[config.mk]
export PLATFORM = sky130hd
export DESIGN_NAME = mac_accumulator_flat
export DESIGN_NICKNAME = d
export VERILOG_FILES = /design/src/rtl/mac_accumulator_if.sv /design/src/rtl/mac_accumulator.sv /design/src/flat_wrapper.sv
export SDC_FILE = /design/constraint.sdc
export NUM_CORES = 1
export LEC_CHECK = 0
export BUFFER_PORTS_ARGS = -buffer_cell sky130_fd_sc_hd__buf_2
export CAP_MARGIN = 40
export CORE_MARGIN = 2
export CORE_UTILIZATION = 35
export CTS_CLUSTER_DIAMETER = 60
export DETAILED_ROUTE_END_ITERATION = 12
export PLACE_DENSITY_LB_ADDON = 0.1
export SLEW_MARGIN = 20
export SYNTH_ARGS = -nofsm -noshare
export SYNTH_HDL_FRONTEND = slang
export SYNTH_SLANG_ARGS = --single-unit
[constraint.sdc]
create_clock -name clk -period 4.41 [get_ports clk]
set_input_delay 0.2205 -clock clk [delete_from_list [all_inputs] [get_ports clk]]
set_output_delay 0.2205 -clock clk [all_outputs]
set_load 0.01 [all_outputs]
[src/rtl/mac_accumulator_if.sv]
// Product-in / result-out bundle for the MAC accumulator.
//
// Handshake semantics (both channels): a transfer happens on a rising clock
// edge where valid=1 and ready=1 in the cycle before that edge. Once a
// producer raises valid it holds valid and its data stable until the transfer
// completes. ready may be raised or dropped freely and does not depend on
// valid. Here the block is the consumer of prod_* and the producer of res_*.
// state_dbg mirrors the block's FSM (0 = ACCUM, 1 = HOLD) for observation.
interface mac_accumulator_if #(
  parameter int ACC_W = 20
);
  logic             prod_valid;
  logic [15:0]      prod_data;
  logic             prod_last;
  logic             prod_ready;
  logic             res_valid;
  logic             res_ready;
  logic [ACC_W-1:0] res_data;
  logic             res_ovf;
  logic             state_dbg;

  // Accumulator side.
  modport slave (
    input  prod_valid, prod_data, prod_last, res_ready,
    output prod_ready, res_valid, res_data, res_ovf, state_dbg
  );

  // Upstream multiplier / downstream consumer side.
  modport master (
    output prod_valid, prod_data, prod_last, res_ready,
    input  prod_ready, res_valid, res_data, res_ovf, state_dbg
  );
endinterface

[src/rtl/mac_accumulator.sv]
// Saturating dot-product accumulator. Sums unsigned 16-bit products until a
// beat marked last (or MAX_TERMS beats) arrives, then holds the sum until the
// consumer takes it. clear aborts whatever is in progress.
module mac_accumulator #(
  parameter int ACC_W     = 20,
  parameter int MAX_TERMS = 16,
  localparam int CNT_W    = $clog2(MAX_TERMS + 1)
) (
  input  logic             clk,
  input  logic             rst_n,
  input  logic             clear,
  mac_accumulator_if.slave bus,
  output logic [CNT_W-1:0] term_cnt
);

  typedef enum logic {
    ACCUM = 1'b0,
    HOLD  = 1'b1
  } state_t;

  localparam logic [CNT_W-1:0] MAX_CNT = CNT_W'(MAX_TERMS);

  state_t           state, state_nxt;
  logic [ACC_W-1:0] acc, acc_nxt;
  logic             ovf, ovf_nxt;
  logic [CNT_W-1:0] cnt, cnt_nxt;

  logic             accept;
  logic [ACC_W:0]   sum;
  logic [CNT_W-1:0] cnt_inc;

  // Accept only while accumulating; the extra sum bit is the carry that
  // signals saturation.
  assign accept  = bus.prod_valid && (state == ACCUM);
  assign sum     = {1'b0, acc} + {{(ACC_W + 1 - 16){1'b0}}, bus.prod_data};
  assign cnt_inc = cnt + 1'b1;

  // State register and datapath registers; reset clears everything at once.
  always_ff @(posedge clk or negedge rst_n) begin
    if (!rst_n) begin
      state <= ACCUM;
      acc   <= '0;
      ovf   <= 1'b0;
      cnt   <= '0;
    end else begin
      state <= state_nxt;
      acc   <= acc_nxt;
      ovf   <= ovf_nxt;
      cnt   <= cnt_nxt;
    end
  end

  // Next-state and datapath update; clear overrides any beat or handshake.
  always_comb begin
    state_nxt = state;
    acc_nxt   = acc;
    ovf_nxt   = ovf;
    cnt_nxt   = cnt;
    if (clear) begin
      state_nxt = ACCUM;
      acc_nxt   = '0;
      ovf_nxt   = 1'b0;
      cnt_nxt   = '0;
    end else begin
      case (state)
        ACCUM: begin
          if (accept) begin
            // A carry out means the true sum no longer fits: pin to all-ones.
            // An already saturated acc carries on any non-zero add and stays pinned.
            acc_nxt = sum[ACC_W] ? {ACC_W{1'b1}} : sum[ACC_W-1:0];
            ovf_nxt = ovf | sum[ACC_W];
            cnt_nxt = cnt_inc;
            if (bus.prod_last || (cnt_inc == MAX_CNT)) begin
              state_nxt = HOLD;
            end
          end
        end
        HOLD: begin
          if (bus.res_ready) begin
            state_nxt = ACCUM;
            acc_nxt   = '0;
            ovf_nxt   = 1'b0;
            cnt_nxt   = '0;
          end
        end
        default: begin
          state_nxt = ACCUM;
        end
      endcase
    end
  end

  // Handshake outputs decode straight from state; result fields are the registers.
  always_comb begin
    bus.prod_ready = (state == ACCUM);
    bus.res_valid  = (state == HOLD);
    bus.res_data   = acc;
    bus.res_ovf    = ovf;
    bus.state_dbg  = state;
    term_cnt       = cnt;
  end

endmodule

[src/flat_wrapper.sv]
// flat-port wrapper written by rule: the top's interface ports become plain ports
module mac_accumulator_flat 
#(
  parameter int ACC_W     = 20,
  parameter int MAX_TERMS = 16,
  localparam int CNT_W    = $clog2(MAX_TERMS + 1)
)
  (clk, rst_n, clear, term_cnt, bus_prod_valid, bus_prod_data, bus_prod_last, bus_res_ready, bus_prod_ready, bus_res_valid, bus_res_data, bus_res_ovf, bus_state_dbg);
  mac_accumulator_if #(.ACC_W(ACC_W)) bus_i ();
  input  logic clk;
  input  logic rst_n;
  input  logic clear;
  output logic [CNT_W-1:0] term_cnt;
  input wire logic [$bits(bus_i.prod_valid)-1:0] bus_prod_valid;
  input wire logic [$bits(bus_i.prod_data)-1:0] bus_prod_data;
  input wire logic [$bits(bus_i.prod_last)-1:0] bus_prod_last;
  input wire logic [$bits(bus_i.res_ready)-1:0] bus_res_ready;
  output wire logic [$bits(bus_i.prod_ready)-1:0] bus_prod_ready;
  output wire logic [$bits(bus_i.res_valid)-1:0] bus_res_valid;
  output wire logic [$bits(bus_i.res_data)-1:0] bus_res_data;
  output wire logic [$bits(bus_i.res_ovf)-1:0] bus_res_ovf;
  output wire logic [$bits(bus_i.state_dbg)-1:0] bus_state_dbg;
  assign bus_i.prod_valid = bus_prod_valid;
  assign bus_i.prod_data = bus_prod_data;
  assign bus_i.prod_last = bus_prod_last;
  assign bus_i.res_ready = bus_res_ready;
  assign bus_prod_ready = bus_i.prod_ready;
  assign bus_res_valid = bus_i.res_valid;
  assign bus_res_data = bus_i.res_data;
  assign bus_res_ovf = bus_i.res_ovf;
  assign bus_state_dbg = bus_i.state_dbg;
  mac_accumulator #(.ACC_W(ACC_W), .MAX_TERMS(MAX_TERMS)) u_core (.clk(clk), .rst_n(rst_n), .clear(clear), .bus(bus_i), .term_cnt(term_cnt));
endmodule
# Yosys cells after proc, flatten, opt, wreduce, memory -nomap -nowiden
# Index checks and enable logic that the tools add are counted.
# op_classes
add_sub_neg	2
eq_ne	3
mux	18
n_bitwise	2
reduce_logical	3
# op_table
cell	count
20-bit two-way mux	4
20-bit case mux with 2 select lines	1
20-bit by 16-bit adder with 21-bit output	1
5-bit two-way mux	3
5-bit case mux with 2 select lines	1
1-bit two-way mux	7
5-bit by 1-bit adder with 5-bit output, second input constant	1
5-bit equality test, second input constant	1
1-bit case mux with 2 select lines	2
3-bit by 2-bit != test with 1-bit output, second input constant	1
3-bit != test, second input constant	1
2-bit AND reduction	1
1-bit logical AND	1
1-bit logical OR	1
1-bit NOT	1
1-bit OR	1
# totals
regBits	27
in_bits	22
output_inout_bits	29
word_cells	32

# Logic depth before layout (Yosys ltp)
# Gate-level depths: netlist (run 1).
# depth
depth_word	7
ltp_mapped	9

# Least setup slack after synthesis (run 1)
# Ideal clock, no wire load.
# synth_timing
path_type	register to register
from	register u_core.acc[0], in the netlist u_core.bus.res_data[0]
to	register u_core.acc[10], in the netlist u_core.bus.res_data[10]
setup_time_ns	0.126
arrival_ns	2.340
t_required_ns	4.284
slack_ns	1.944
path_stages_with_launch	10
path_buffers	1
period_less_slack_ns	2.466
cell_sequence	dfrtp_1 -> ha_1 -> fa_1 -> a211oi_2 -> o21ai_1 -> o21ai_2 -> a21oi_2 -> or2_4 -> buf_6 -> a221o_1
# synth_via
elab_chain_len	5
# synth_lines
item	line_no	text
from (decl)	mac_accumulator.sv:24	logic [ACC_W-1:0] acc, acc_nxt;
from (signal assigned)	mac_accumulator.sv:47	acc <= acc_nxt;
20-bit by 16-bit adder with 21-bit output	mac_accumulator.sv:35	assign sum = {1'b0, acc} + {{(ACC_W + 1 - 16){1'b0}}, bus.prod_data};
20-bit two-way mux	mac_accumulator.sv:70	acc_nxt = sum[ACC_W] ? {ACC_W{1'b1}} : sum[ACC_W-1:0];
20-bit two-way mux	mac_accumulator.sv:67	if (accept) begin
20-bit case mux with 2 select lines	mac_accumulator.sv:65	case (state)
20-bit two-way mux	mac_accumulator.sv:59	if (clear) begin
# Every way passes these cells. The select of a mux whose other input is x is not followed.
# A chain may end at the register's enable or synchronous reset.

# Worst setup path after layout (run 1)
# layout_timing
from	register u_core.acc[0], in the netlist u_core.bus.res_data[0]
to	register u_core.acc[17], in the netlist u_core.bus.res_data[17]
# The elaborated chain is that of the path after synthesis.

==> results.toml, run 1 <==
[outcome]
outcome = "finished, final reports clean"

[timing]
hold_violations = 0
finalSetupTns_ps = 0
finalSetupViolations = 0
tightest_slew_ps = 764.9
max_slew_margin_pct = 48.98
fin_crit_sh_pct = 61.34
rsz0062_at_grt = "no"
fmax_mhz = 369.7
drv_slew = 0
setup_ws_ps = 1705
fin_crit_ps = 2705
finClkSkew_ps = 3.463

[synth]
synth.top_cell.area_share_pct = 31.05
syn_area_mm2 = 0.002176
synth-edff-count = 0
synth_area_leaders = "dfrtp_1 (31%), ha_1 (10%), a221o_1 (5.1%), a21oi_1 (4.8%), nand2_1 (4.1%)"
synth_nets = 282
syn_area_per_cell_um2 = 9.028
synth-seq-cells = 27
syn_inst = 241
ys_types = 57
ys_seq_area_share_pct = 31.05
ys.flop_type = "dfrtp_1"
yosysWarnings = 0
async_reset_ff_share_pct = 100.0
synth_top_area_cell = "dfrtp_1"

[worst_setup_path]
startpoint = "u_core.bus.res_data[0]"
path_delay_family = "compound AO/OA/AOI/OAI gates"
reg2reg_from = "u_core.bus.res_data[0]"
crit_path_start_kind = "register"
cp-end-kind = "register"
crit_chain = "ha_1 -> fa_1 -> a211oi_2 -> o21ai_1 -> o21ai_2 -> a21oi_2 -> or2_4 -> or3_1"
crit_fanout = 14
worst-path-buf-inv = 0
worstPathArrival_ps = 2870
critical_path_class = "reg2reg"
cpPeakStageDelay_ps = 450
slowest_stage = "fa_1"
crit_required_ps = 4580

[hold_path]
min-delay-start = "clear"
hold_path_class = "in2reg"

[detailed_routing]
via_per_inst = 5.584
antenna_left = 0
initialDrtViolationCount = 100
wl_per_cell_um = 15.57
num_vias = 2027
drt_pass1_iterations = 4
routed_wl_um = 5652
drc = 0

[place]
hpwl_um = 4220
place_congestion = 0.7832
dp_slack_ps = 1724
placed_cell_area_mm2 = 0.002486
port_buffers = 50

[clock_network]
clkTransAtPathRegs_ps = 100
clkSinkCount = 27
root_buffer = "clkbuf_8"
cts_max_path_buffers = 2
clk_latency_ps = 280
numCtsBuffers = 3
cts_tree = "built"
cts_resized = 0
cts_setup_buffers = 0
htreeDepth = 1

[global_route]
grt.total_usage_pct = 16.85
overflow = 0
grt_pass1_wl_um = 9646
antenna_found_initial = 0
grt_max_degree = 28
grt_pass1_vias = 1994

[layout]
finalNetCount = 330
final_common_cell = "buf_2"
nFillCells = 611
layout_common_cells = "buf_2 (50), dfrtp_1 (27), nand2_1 (24)"
area_growth_pct = 16.85
postLayoutCellArea_mm2 = 0.002542
num_antenna_cells = 0
layout-drive-gt1-share_pct = 26.74
utilization_pct = 42.69

[floorplanning]
die_area_mm2 = 0.006863
die_h_um = 82.85
pin_count = 51
core_area_mm2 = 0.005956
start_util_pct = 36.53
rows = 28
die_x_um = 82.85

[power]
power_density_mw_per_mm2 = 303.5
peakVddDrop_uv = 173.4
p_leak_nw = 1.234

[run]
maxCapViolations = 0
cell families (layout without fill, tap and decap cells):
| kind of cell | count (synthesis) | in the layout | share of synthesized area (%) |
|---|---|---|---|
| xor gates and xnor gates | 11 | 11 | 4.428 |
| DFF | 27 | 27 | 31.05 |
| muxes | 1 | 1 | 0.4601 |
| AOI/OAI and AO/OA | 93 | 93 | 33.07 |
| and+or+nand+nor | 71 | 71 | 15.76 |
| buffers and inverters | 19 | 66 | 3.968 |
| adders and majority gates | 19 | 19 | 11.27 |
final cells by class:
class	count	area, µm²	area share, %
multi-input combinational	195	1414	55.61
clock inverter	1	5.005	0.1969
timing repair buffer	54	282.8	11.12
sequential	27	675.6	26.57
inverter	8	30.03	1.181
clock buffer	3	41.29	1.624
tap	75	93.84	3.691
power by group:
part	switching (W)	total (W)	internal, W
registers	0.0000350	0.000309	0.000274
logic	0.000176	0.000315	0.000139
clock network	0.0000844	0.000148	0.0000635
worst paths after layout:
path / slack [ps] / cells after the start / endpoint
min in group asynchronous: 490 / 2 / u_core.bus.res_data[4]
worst min register to register: 510 / 2 / u_core.bus.res_ovf
worst max register to register: 1700 / 8 / u_core.bus.res_data[17]
worst max-delay path: 1700 / 8 / u_core.bus.res_data[17]
worst min-delay path: 140 / 2 / u_core.bus.res_valid
max in group asynchronous: 3490 / 2 / u_core.bus.res_ovf
per-layer routing:
layer / vias up / wire length, µm / track usage, %
met1: 954 / 2815 / 23.84
met5: - / 0 / 0
li1: 1019 / - / -
met4: 0 / 51 / 3.577
met3: 4 / 253 / 2.982
met2: 50 / 2532 / 26.98
flip-flops by register name, summed over array words and instances, names as in the netlist:
name                  cells
u_core.bus.res_data      20
u_core.term_cnt           5
u_core.bus.res_valid      1
u_core.bus.res_ovf        1
synth_stat cells (3+ instances only):
cell / n
dfrtp_1: 27
nand2_1: 24
a21oi_1: 21
ha_1: 18
nor2_1: 14
a221o_1: 11
o21ai_0: 11
nand3_1: 10
inv_1: 8
a21o_1: 6
clkbuf_1: 6
nand4_1: 6
xor2_1: 6
a211oi_1: 5
xnor2_1: 5
a31oi_1: 4
o211ai_1: 4
a221o_2: 3
or2_2: 3
timing repair:
item                                    in CTS  in global routing
hold buffers                                 1                  0
endpoints found under the setup margin       0                  0
endpoints found under the hold margin       27                  0
stage by stage:
| stage | power (W) | hold WS (ps) | std cells |
|---|---|---|---|
| CTS | 0.0007850 | 127.5 | 363 |
| global route | 0.0008307 | 138.3 | 363 |
| floorplan | 0.0005380 | -75.09 | 241 |
| finish | 0.0007715 | 138.1 | 363 |
| detailed placement | 0.0006283 | 295.4 | 358 |
| global placement | 0.0006281 | 286.7 | 357 |
Power figures use the tool's default switching activity.
==> run 2: changes to the inputs <==
- clock period: 4.41 -> 2.45 ns (I/O delays scaled with it)
==> results.toml, run 2 (synthesized netlist as in run 1, its figures left out) <==
[power]
peakVddDrop_uv = 229.2
seqPwrFrac_pct = 38.9
p_leak_nw = 1.303
power_density_mw_per_mm2 = 535.3
swShare_pct = 38.18
p_sw_w = 0.0005457
p_int_w = 0.0008836
total_power_w = 0.001429
clockPowerShare_pct = 18.8
comb_power_share_pct = 42.3

[layout]
nFillCells = 624
largest_reg_flops = 20
area_growth_pct = 22.71
layout-drive-gt1-share_pct = 31.46
final_common_cell = "buf_2"
layout_common_cells = "buf_2 (50), dfrtp_1 (27), nand2_1 (24)"
num_antenna_cells = 0
finalNetCount = 344

[clock_network]
numCtsBuffers = 3
htreeDepth = 1
clkSinkCount = 27
clkTransAtPathRegs_ps = 100
clk_latency_ps = 280
cts_tree = "built"
root_buffer = "clkbuf_8"
cts_max_path_buffers = 2

[detailed_routing]
antenna_left = 0
drt_pass1_iterations = 4
initialDrtViolationCount = 87
routed_wl_um = 6005
via_per_inst = 5.655
wl_per_cell_um = 15.93
num_vias = 2132
drc = 0

[place]
port_buffers = 50
place_congestion = 0.7962
hpwl_um = 4379

[timing]
fin_crit_ps = 2373
drv_slew = 0
finalSetupViolations = 0
fmax_mhz = 421.4
fin_crit_sh_pct = 96.87
hold_violations = 0
tightest_slew_ps = 637.1
finalSetupTns_ps = 0
max_slew_margin_pct = 57.53
finClkSkew_ps = 2.098

[run]
maxCapViolations = 0

[worst_setup_path]
critical_path_class = "reg2reg"
crit_fanout = 7
cp-end-kind = "register"
r2r_setup_slack_ps = 80
crit_required_ps = 2620
crit_path_start_kind = "register"
worstPathArrival_ps = 2540

[global_route]
grt_pass1_vias = 1982
overflow = 0
antenna_found_initial = 0
grt_max_degree = 28
grt.total_usage_pct = 16.97
grt_pass1_wl_um = 9715

[floorplanning]
pin_count = 51
die_area_mm2 = 0.006863
rows = 28
die_h_um = 82.85
die_x_um = 82.85
core_area_mm2 = 0.005956
start_util_pct = 36.53

[outcome]
outcome = "finished, final reports clean"

[hold_path]
hold_path_class = "in2reg"
-- run 2: power by group through the flow --
stage                     clock network [W]  logic [W]  registers (W)
after global placement                    0   0.000593       0.000563
after detailed placement                  0   0.000593       0.000563
final                              0.000269   0.000605       0.000556
after global routing               0.000294   0.000673       0.000567
after CTS                          0.000281   0.000598       0.000555
after floorplan                           0   0.000408       0.000562
-- run 2: worst max-delay path, cell delays in order (launching register included) --
cell,delay [ps]
dfrtp_1,420
ha_4,180
fa_2,370
a211oi_2,210
o21ai_2,100
o21ai_2,210
a21oi_2,110
or2_4,310
or3_1,350
-- run 2: metal layers --
| layer | vias to the layer above | wire length (µm) | track usage, % |
|---|---|---|---|
| met3 | 4 | 240 | 3.181 |
| li1 | 1044 | - | - |
| met5 | - | 0 | 0 |
| met4 | 0 | 45 | 3.726 |
| met2 | 50 | 2787 | 27.79 |
| met1 | 1034 | 2931 | 23.31 |
-- run 2: metrics by stage --
stage                     hold slack (ps)  area, µm²  utilization, %  worst slack [ps]  cells
after floorplan                    -173.1       2180               -             10.57    241
after global placement              194.7       2572           43.19            -31.58    369
after detailed placement            185.8       2572           43.19            -65.49    369
after CTS                           27.40       2640           44.33             3.110    375
after global routing                37.51       2670           44.83            -12.21    377
final                               34.87       2670           44.83             76.76    377
-- run 2: cell type report --
class                   count  area [µm²]  area share [%]
clock buffers               3       41.29           1.546
clock inverters             1       5.005          0.1874
inverters                   8       30.03           1.125
multi-input cells         196        1444           54.08
flip-flops and latches     27       675.6           25.30
well taps                  75       93.84           3.515
repair buffers             67       380.4           14.25
-- run 2: path summary, 6_finish.rpt --
path                                        start                      end  depth (start not counted)
max in group asynchronous                   rst_n  u_core.bus.res_data[19]                          2
min in group asynchronous                   rst_n   u_core.bus.res_data[2]                          2
setup / recovery           u_core.bus.res_data[0]  u_core.bus.res_data[17]                          8
hold reg to reg                u_core.bus.res_ovf       u_core.bus.res_ovf                          2
hold / removal                              clear     u_core.bus.res_valid                          2
setup reg to reg           u_core.bus.res_data[0]  u_core.bus.res_data[17]                          8
-- run 2: timing repair --
| item | 4_1_cts | 5_1_grt |
|---|---|---|
| gates cloned | 1 | 0 |
| endpoints found under the setup margin | 7 | 13 |
| buffers inserted | 0 | 2 |
| gates resized for setup | 2 | 4 |
| pin swaps | 1 | 8 |
| endpoints found under the hold margin | 27 | 0 |
| hold buffers | 1 | 0 |
